### src/rtl/kakacpu_pkg.sv
`default_nettype none
// ============================================================================
//  Module   : kakacpu_pkg
//  Brief    : Shared opcode constants, instruction classes and the decoded
//             bundle carried between decode and execute.
//  Revision : 1.0 - initial release
// ============================================================================
package kakacpu_pkg;

  // RV32I major opcodes (word[6:0]), low two bits always 2'b11
  localparam logic [6:0] OPC_LUI    = 7'b0110111;
  localparam logic [6:0] OPC_AUIPC  = 7'b0010111;
  localparam logic [6:0] OPC_JAL    = 7'b1101111;
  localparam logic [6:0] OPC_JALR   = 7'b1100111;
  localparam logic [6:0] OPC_BRANCH = 7'b1100011;
  localparam logic [6:0] OPC_LOAD   = 7'b0000011;
  localparam logic [6:0] OPC_STORE  = 7'b0100011;
  localparam logic [6:0] OPC_OP_IMM = 7'b0010011;
  localparam logic [6:0] OPC_OP     = 7'b0110011;
  localparam logic [6:0] OPC_FENCE  = 7'b0001111;
  localparam logic [6:0] OPC_SYSTEM = 7'b1110011;

  // ILLEGAL is encoding 0 so a reset bundle reads as "nothing legal"
  typedef enum logic [3:0] {
    CLS_ILLEGAL = 4'd0,
    CLS_LUI     = 4'd1,
    CLS_AUIPC   = 4'd2,
    CLS_JAL     = 4'd3,
    CLS_JALR    = 4'd4,
    CLS_BRANCH  = 4'd5,
    CLS_LOAD    = 4'd6,
    CLS_STORE   = 4'd7,
    CLS_OP_IMM  = 4'd8,
    CLS_OP      = 4'd9,
    CLS_FENCE   = 4'd10,
    CLS_SYSTEM  = 4'd11
  } instr_class_t;

  typedef struct packed {
    logic [31:0]  pc;
    instr_class_t iclass;
    logic [4:0]   rd;
    logic [4:0]   rs1;
    logic [4:0]   rs2;
    logic [2:0]   funct3;
    logic [6:0]   funct7;
    logic [31:0]  imm;
    logic         illegal;
  } decoded_t;

endpackage
`default_nettype wire

### src/rtl/instruction_decode_immediate_generator.sv
`default_nettype none
// ============================================================================
//  Module   : immediate_generator
//  Brief    : Combinational RV32I immediate extraction. The format is picked
//             from the opcode; opcodes without an immediate yield zero.
//  Revision : 1.0 - initial release
// ============================================================================
module immediate_generator
  import kakacpu_pkg::*;
(
  input  logic [31:0] word,
  output logic [31:0] imm
);

  // Select I/S/B/U/J layout by opcode, sign-extending from word[31]
  always_comb begin
    imm = '0;
    case (word[6:0])
      OPC_LUI, OPC_AUIPC:
        imm = {word[31:12], 12'b0};
      OPC_JAL:
        imm = {{12{word[31]}}, word[19:12], word[20], word[30:21], 1'b0};
      OPC_JALR, OPC_LOAD, OPC_OP_IMM, OPC_FENCE, OPC_SYSTEM:
        imm = {{20{word[31]}}, word[31:20]};
      OPC_BRANCH:
        imm = {{20{word[31]}}, word[7], word[30:25], word[11:8], 1'b0};
      OPC_STORE:
        imm = {{20{word[31]}}, word[31:25], word[11:7]};
      default:
        imm = '0;
    endcase
  end

endmodule
`default_nettype wire

### src/rtl/instruction_decode.sv
`default_nettype none
// ============================================================================
//  Module   : instruction_decode
//  Brief    : kakacpu decode stage. Decodes RV32I words combinationally and
//             buffers the bundles in a main + skid register pair so that the
//             backpressure to fetch is a plain flop.
//  Config   : DECODE_RV32M_EN - when defined, OP with funct7 0000001 is legal.
//  Revision : 1.0 - initial release
// ============================================================================
module instruction_decode
  import kakacpu_pkg::*;
#(
  parameter int XLEN = 32
) (
  input  logic            clk,
  input  logic            rst,
  input  logic            valid_input,
  input  logic [XLEN-1:0] data_input,
  input  logic [XLEN-1:0] pc_input,
  output logic            stall_output,
  input  logic            branch_input,
  input  logic            stall_input,
  output logic            valid_output,
  output logic [XLEN-1:0] pc_output,
  output logic [3:0]      instr_class,
  output logic [4:0]      rd,
  output logic [4:0]      rs1,
  output logic [4:0]      rs2,
  output logic [2:0]      funct3,
  output logic [6:0]      funct7,
  output logic [XLEN-1:0] imm,
  output logic            illegal
);

  logic [6:0]   opcode;
  logic [2:0]   f3;
  logic [6:0]   f7;
  logic [31:0]  dec_imm;
  instr_class_t cls;
  logic         legal;
  decoded_t     dec;

  decoded_t     main_q;
  decoded_t     skid_q;
  logic         main_valid;
  logic         skid_valid;
  logic         accept;

  assign opcode = data_input[6:0];
  assign f3     = data_input[14:12];
  assign f7     = data_input[31:25];

  immediate_generator u_imm (
    .word (data_input),
    .imm  (dec_imm)
  );

  // Classify the incoming word and check the encoding constraints per opcode
  always_comb begin
    cls   = CLS_ILLEGAL;
    legal = 1'b0;
    case (opcode)
      OPC_LUI:    begin cls = CLS_LUI;    legal = 1'b1; end
      OPC_AUIPC:  begin cls = CLS_AUIPC;  legal = 1'b1; end
      OPC_JAL:    begin cls = CLS_JAL;    legal = 1'b1; end
      OPC_JALR:   begin cls = CLS_JALR;   legal = (f3 == 3'b000); end
      OPC_BRANCH: begin cls = CLS_BRANCH; legal = (f3 != 3'b010) && (f3 != 3'b011); end
      OPC_LOAD:   begin cls = CLS_LOAD;   legal = (f3 != 3'b011) && (f3[2:1] != 2'b11); end
      OPC_STORE:  begin cls = CLS_STORE;  legal = (f3 <= 3'b010); end
      OPC_OP_IMM: begin
        cls = CLS_OP_IMM;
        // Only the shift forms constrain funct7 (it overlays imm[11:5])
        if (f3 == 3'b001)      legal = (f7 == 7'b0000000);
        else if (f3 == 3'b101) legal = (f7 == 7'b0000000) || (f7 == 7'b0100000);
        else                   legal = 1'b1;
      end
      OPC_OP: begin
        cls   = CLS_OP;
        legal = (f7 == 7'b0000000) ||
                ((f7 == 7'b0100000) && ((f3 == 3'b000) || (f3 == 3'b101)));
`ifdef DECODE_RV32M_EN
        if (f7 == 7'b0000001) legal = 1'b1;
`endif
      end
      OPC_FENCE:  begin cls = CLS_FENCE;  legal = 1'b1; end
      OPC_SYSTEM: begin cls = CLS_SYSTEM; legal = 1'b1; end
      default:    begin cls = CLS_ILLEGAL; legal = 1'b0; end
    endcase
    // Compressed/reserved quadrants are never legal here
    if (data_input[1:0] != 2'b11) legal = 1'b0;
  end

  // Assemble the bundle that will be captured on accept
  always_comb begin
    dec         = '0;
    dec.pc      = pc_input;
    dec.iclass  = legal ? cls : CLS_ILLEGAL;
    dec.rd      = data_input[11:7];
    dec.rs1     = data_input[19:15];
    dec.rs2     = data_input[24:20];
    dec.funct3  = f3;
    dec.funct7  = f7;
    dec.imm     = dec_imm;
    dec.illegal = !legal;
  end

  // Skid valid is itself a flop, so fetch never sees a path from execute
  assign stall_output = skid_valid;
  assign accept       = valid_input && !stall_output;

  // Main/skid buffer: flush wins, then drain-refill, then spill into skid
  always_ff @(posedge clk or negedge rst) begin
    if (!rst) begin
      main_valid <= 1'b0;
      skid_valid <= 1'b0;
      main_q     <= '0;
      skid_q     <= '0;
    end else if (branch_input) begin
      main_valid <= 1'b0;
      skid_valid <= 1'b0;
    end else if (!main_valid || !stall_input) begin
      if (skid_valid) begin
        // Skid is only full while stall_output blocks new accepts
        main_q     <= skid_q;
        main_valid <= 1'b1;
        skid_valid <= 1'b0;
      end else if (accept) begin
        main_q     <= dec;
        main_valid <= 1'b1;
      end else begin
        main_valid <= 1'b0;
      end
    end else if (accept) begin
      skid_q     <= dec;
      skid_valid <= 1'b1;
    end
  end

  assign valid_output = main_valid;
  assign pc_output    = main_q.pc;
  assign instr_class  = main_q.iclass;
  assign rd           = main_q.rd;
  assign rs1          = main_q.rs1;
  assign rs2          = main_q.rs2;
  assign funct3       = main_q.funct3;
  assign funct7       = main_q.funct7;
  assign imm          = main_q.imm;
  assign illegal      = main_q.illegal;

endmodule
`default_nettype wire

### config.mk
export PLATFORM = sky130hd
export DESIGN_NAME = instruction_decode
export DESIGN_NICKNAME = d
export VERILOG_FILES = /design/src/rtl/kakacpu_pkg.sv /design/src/rtl/instruction_decode_immediate_generator.sv /design/src/rtl/instruction_decode.sv
export SDC_FILE = /design/constraint.sdc
export NUM_CORES = 1
export LEC_CHECK = 0
export ABC_AREA = 1
export CORE_ASPECT_RATIO = 1.4
export CORE_MARGIN = 3
export CORE_UTILIZATION = 45
export DETAILED_ROUTE_END_ITERATION = 6
export DONT_BUFFER_PORTS = 1
export PLACE_DENSITY = 0.62
export SLEW_MARGIN = 20
export SYNTH_ARGS = -nofsm -noshare
export SYNTH_HDL_FRONTEND = slang
export SYNTH_SLANG_ARGS = --single-unit
### constraint.sdc
create_clock -name clk -period 2.1 [get_ports clk]
set_input_delay 0.105 -clock clk [delete_from_list [all_inputs] [get_ports clk]]
set_output_delay 0.105 -clock clk [all_outputs]
set_load 0.005 [all_outputs]
== Word level (Yosys, flattened, before mapping) ==
Index checks and enable logic that the tools add are counted.
W data, S select, Z words.

* Flip-flop bits (word level): 190
* Input bits: 69
* Output and inout port bits: 96
* Word-level logic and storage cells: 79

* $lt $le $gt $ge: 1
* Equal/unequal tests: 18
* Muxes and demuxes: 16
* Bitwise operators: 2
* Reduce and logical (&&, ||, !) cells: 22

{| class="wikitable"
|+ Operators with widths
! operator !! count
|-
| $mux W94 || 2
|-
| $pmux W32 S5 || 1
|-
| $pmux W4 S11 || 1
|-
| $eq A7 B6 Y1 const B || 4
|-
| $eq A7 B7 Y1 const B || 4
|-
| $eq A7 B5 Y1 const B || 2
|-
| $mux W1 || 10
|-
| $reduce_or A5 Y1 || 2
|-
| $eq A7 B2 Y1 const B || 1
|-
| $eq A7 B4 Y1 const B || 1
|-
| $logic_not A7 Y1 || 1
|-
| $pmux W1 S7 || 1
|-
| $ne A3 B2 Y1 const B || 2
|-
| $reduce_and A3 Y1 || 2
|-
| $logic_and A1 B1 Y1 || 4
|-
| $logic_not A1 Y1 || 4
|-
| $logic_or A1 B1 Y1 || 4
|-
| $mux W4 || 1
|-
| $ne A2 B2 Y1 const B || 2
|-
| $reduce_bool A2 Y1 || 2
|-
| $eq A3 B1 Y1 const B || 1
|-
| $eq A3 B3 Y1 const B || 1
|-
| $le A3 B2 Y1 const B || 1
|-
| $logic_not A3 Y1 || 1
|-
| other kinds (3) || 4
|}

== Logic depth before layout (Yosys ltp) ==
* Depth after elaboration: 9
* Mapped depth: 14
* Depth with buffers taken out: 14

== By module ==
A second synthesis with hierarchy kept.

* Cells, all modules: 923
* Area total of the unflattened synthesis: 8669.6 µm²

{| class="wikitable"
|+ By module, submodules not included
! module !! instances !! cells an instance !! area each (µm²) !! sequential area each (µm²)
|-
| instruction_decode || 1 || 824 || 8160.3 || 4754.6
|-
| immediate_generator || 1 || 99 || 509.2 || 0.0
|}

== Worst setup path before layout ==
OpenSTA, ideal clock, no wires.

* Path kind: register to register
* Start: register skid_valid, in the netlist stall_output
* End: register main_q, in the netlist imm[18]
* Library setup time: 0.116 ns
* Arrival: 1.421 ns
* Required time: 1.984 ns
* Slack: 0.563 ns
* Stages on the path, launching flop included: 10
* Path buffers: 3
* Period minus slack after synthesis: 1.537 ns
* Cell sequence: dfrtp_1 -> buf_2 -> nor2_1 -> nor2_1 -> nand2_1 -> buf_2 -> clkbuf_1 -> nor2_1 -> nand2_1 -> nand2_1

* Cells in the longest elaborated chain, start to end: 4
* Elaborated cells on any way between the ends: 5
* Classes of those cells: mux: 1; reduce/logical: 4

{| class="wikitable"
|+ Ends and longest elaborated chain
! what !! RTL line !! source
|-
| start, declared || instruction_decode.sv:46 || <nowiki>logic skid_valid;</nowiki>
|-
| start signal, assigned || instruction_decode.sv:115 || <nowiki>skid_valid <= 1'b0;</nowiki>
|-
| start signal, assigned || instruction_decode.sv:120 || <nowiki>skid_valid <= 1'b0;</nowiki>
|-
| start signal, assigned || instruction_decode.sv:126 || <nowiki>skid_valid <= 1'b0;</nowiki>
|-
| $logic_not A1 Y1 || instruction_decode.sv:109 || <nowiki>assign accept = valid_input && !stall_output;</nowiki>
|-
| $logic_and A1 B1 Y1 || instruction_decode.sv:109 ||
|-
| $reduce_bool A2 Y1 (no source line) || -- ||
|-
| $reduce_and A3 Y1 (no source line) || -- ||
|-
| end signal, assigned || instruction_decode.sv:124 || <nowiki>main_q <= skid_q;</nowiki>
|-
| end, declared || instruction_decode.sv:43 || <nowiki>decoded_t main_q;</nowiki>
|}

Several ways; a longest one is shown, not always the timed one.
A chain may end at the register's enable or synchronous reset.

== Worst setup path in the final report ==
* Start: register skid_valid, in the netlist stall_output
* End: register main_q, in the netlist pc_output[1]

Same word-level chain as after synthesis.

==> reports/qor.json <==
{
  "multiInputGateArea": {"value": 3480, "unit": "µm²"},
  "wirelength": {"value": 22600, "unit": "µm"},
  "die_width": {"value": 123, "unit": "µm"},
  "ff2ff_path_depth": {"value": 7},
  "power.clock.fraction": {"value": 0.363},
  "antenna_violating_nets_post_route": {"value": 0},
  "fin_crit": {"value": 1.63, "unit": "ns"},
  "cts_post_setup_buffers_inserted": {"value": 0},
  "cts_tree": {"value": "done"},
  "setup_repair_after_global_routing_missed_its_margin": {"value": "no"},
  "failed_checks": {"value": "negative hold slack"},
  "power.net_switching": {"value": 2.51, "unit": "mW"},
  "finalCritPeriodShare": {"value": 0.774},
  "number_of_antenna_violations_at_the_first_check_in_global_routing": {"value": 1},
  "dr_total_vias": {"value": 7151},
  "initial_utilization": {"value": 0.461},
  "ctsResizeCount": {"value": 0},
  "grt.total_usage": {"value": 0.221},
  "intPower": {"value": 6.67, "unit": "mW"},
  "min-delay-path-class": {"value": "input pin to asynchronous set/reset pin"},
  "area.sequential": {"value": 4760, "unit": "µm²"},
  "postSynthNetCount": {"value": 1146},
  "worst_slew_margin_rel": {"value": 0.584},
  "hold_ws": {"value": -0.637, "unit": "ns"},
  "run_status": {"value": "complete, but fails checks"},
  "clkSlewWorstSetupHoldPaths": {"value": 0.08, "unit": "ns"},
  "hold_fix_buffers_cts": {"value": 61},
  "clock_skew": {"value": 0.0107, "unit": "ns"},
  "syn-instance-count": {"value": 1077},
  "grt_pass1_vias": {"value": 6892},
  "power_after_layout": {"value": 9.18, "unit": "mW"},
  "grt_start_max_net_pins": {"value": 191},
  "globalRouteOverflowTotal": {"value": 0},
  "layout.filler_cells": {"value": 1791},
  "synth.yosys.seq_area_share": {"value": 0.552},
  "totalNegativeSetupSlack": {"value": 0, "unit": "ns"},
  "grt_pass1_wl": {"value": 36400, "unit": "µm"},
  "final.setup.worst_slack": {"value": 0.475, "unit": "ns"},
  "most-common-layout-cells": {"value": "nand2_1 (452), dfrtp_1 (189), nor2_1 (152)"},
  "clock.fmax": {"value": 615, "unit": "MHz"},
  "area_delta_synth_final": {"value": 16.6, "unit": "%"},
  "synth_cell_type_count": {"value": 29},
  "setup.worst_path.start_class": {"value": "flop"},
  "layout.cells.most_common": {"value": "nand2_1"},
  "cts_num_sinks": {"value": 190},
  "power_density_of_the_placed_cells": {"value": 913, "unit": "nW/µm²"},
  "dp.final_hpwl": {"value": 13800, "unit": "µm"},
  "maxCapViolations": {"value": 0},
  "routabilityCongestion": {"value": 0.957},
  "fp.coreArea": {"value": 18700, "unit": "µm²"},
  "synth.yosys.warnings": {"value": 0},
  "clock_latency_on_the_worst_skew_pair": {"value": 0.43, "unit": "ns"},
  "worstSetupPathType": {"value": "flop to flop"},
  "total_leakage_power": {"value": 5.01, "unit": "nW"},
  "root_buffer": {"value": "clkbuf_16"},
  "setup.worst_path.end_class": {"value": "flop"},
  "layout.cells.non_filler": {"value": 1363},
  "ff2ff_setup_slack": {"value": 0.47, "unit": "ns"},
  "cts-htree-levels": {"value": 4},
  "die_extent_in_y": {"value": 170, "unit": "µm"},
  "layout-drive-gt1-share": {"value": 0.0698},
  "vdd.ir_drop.worst": {"value": 476, "unit": "µV"},
  "synthDominantCellAreaShare": {"value": 0.552},
  "finish.net_count": {"value": 1174},
  "synth-seq-cells": {"value": 190},
  "share_comb_of_total_power": {"value": 0.117},
  "power.sequential.fraction": {"value": 0.520},
  "worst_r2r_endpoint": {"value": "pc_output[1]"},
  "final_count_of_hold_timing_violations": {"value": 190},
  "rows": {"value": 59},
  "cell_total_after_placement": {"value": 1269},
  "final_number_of_setup_violating_endpoints": {"value": 0},
  "report.final.slew_viol_count": {"value": 0},
  "crit_fanout": {"value": 37},
  "post_drt_wl_per_cell": {"value": 16.6, "unit": "µm"},
  "cts-root-to-sink-buffers": {"value": 2},
  "cts_buffers": {"value": 17},
  "floorplan.die_area": {"value": 20900, "unit": "µm²"},
  "worst_ep_required_time": {"value": 2.45, "unit": "ns"},
  "drt_drc_violations_left": {"value": 0},
  "r2r-start": {"value": "stall_output"},
  "post-place-ws": {"value": 0.438, "unit": "ns"},
  "io-pin-count": {"value": 165},
  "synthesis.area_per_instance": {"value": 8.00, "unit": "µm²"},
  "drt_pass1_iterations": {"value": 5},
  "ys_top_cells_by_area": {"value": "dfrtp_1 (55%), nand2_1 (20%), nor2_1 (6.6%)"},
  "drt-vias-per-instance": {"value": 5.25},
  "drt_iter0_markers": {"value": 543},
  "post-synth-top-area-cell": {"value": "dfrtp_1"},
  "transition_time_at_the_pin_with_the_least_slew_margin": {"value": 0.624, "unit": "ns"},
  "critPathArrivalTime": {"value": 1.97, "unit": "ns"},
  "syn-cell-area": {"value": 8620, "unit": "µm²"},
  "netSwitchingFraction": {"value": 0.273},
  "io_buffer_count": {"value": 0}
}
[kinds of logic (layout without fill, tap and decap cells)]
logic type	Yosys count	count (layout)	synth area share
simple gates	656	656	0.306
buf+inv	93	134	0.0466
flops	190	190	0.552
compound gates	138	138	0.0953
other cells	0	1	0
[cells in the mapped netlist, drive strengths merged]
library cell and number:
nand2 460, dfrtp 190, nor2 155, a31oi 80
o21ai 43, clkbuf 40, nand3 36, inv 29
buf 24, a21oi 12, nand3b 2, nor3 2
a21o 1, nand4 1, o2111ai 1, o22ai 1
[how the worst max path moves through the flow]
stage / from / to / slack [ns] / depth (start not counted)
after floorplan: stall_output / imm[18] / 0.56 / 9
after global placement: data_input[1] / skid_q[29] / 0.46 / 6
after detailed placement: data_input[1] / skid_q[30] / 0.44 / 6
after CTS: stall_output / pc_output[3] / 0.47 / 7
after global routing: stall_output / pc_output[5] / 0.33 / 7
final: stall_output / pc_output[1] / 0.47 / 7
[sequential cells by signal, indices dropped and copies added, names as in the netlist]
name	count
skid_q	94
funct7	7
instr_class	4
imm	32
pc_output	32
rs2	5
funct3	3
valid_output	1
rd	5
rs1	5
illegal	1
stall_output	1
[worst max-delay path, cell delays in order, from the launching register on]
cell and delay [ns]:
dfrtp_2 0.42, nor2_1 0.08, nor2_1 0.11, nand2_2 0.10
inv_4 0.35, buf_4 0.28, nor2_1 0.05, a31oi_1 0.13
[through the flow]
step	cell area, µm²	utilization
CTS	10000	0.538
floorplan	8620	-
global route	10000	0.538
global placement	8830	0.473
detailed placement	8830	0.473
finish	10000	0.538
[power by group through the flow]
stage               Sequential, mW  Clock (mW)  Combinational [mW]
finish                        4.77        3.33                1.08
global route                  4.86        3.54                1.25
floorplan                     4.70           0               0.797
CTS                           4.78        3.40                1.08
detailed placement            4.84           0               0.948
global placement              4.83           0               0.917
[per-layer routing]
layer / track usage / routed length [µm] / up-vias
met4: 0.0887 / 673 / 0
met3: 0.0667 / 1540 / 44
met2: 0.338 / 10600 / 188
met5: 0 / 0 / -
met1: 0.296 / 9740 / 3407
li1: - / - / 3512
[final cells by class]
class                      count  area share
clock inverter                12      0.0149
sequential                   190       0.473
multi-input combinational    794       0.346
antenna                        1    0.000249
timing repair buffer          73      0.0784
tap                          244      0.0304
inverter                      29      0.0115
clock buffer                  20      0.0454
(Power assumes the default switching activity.)
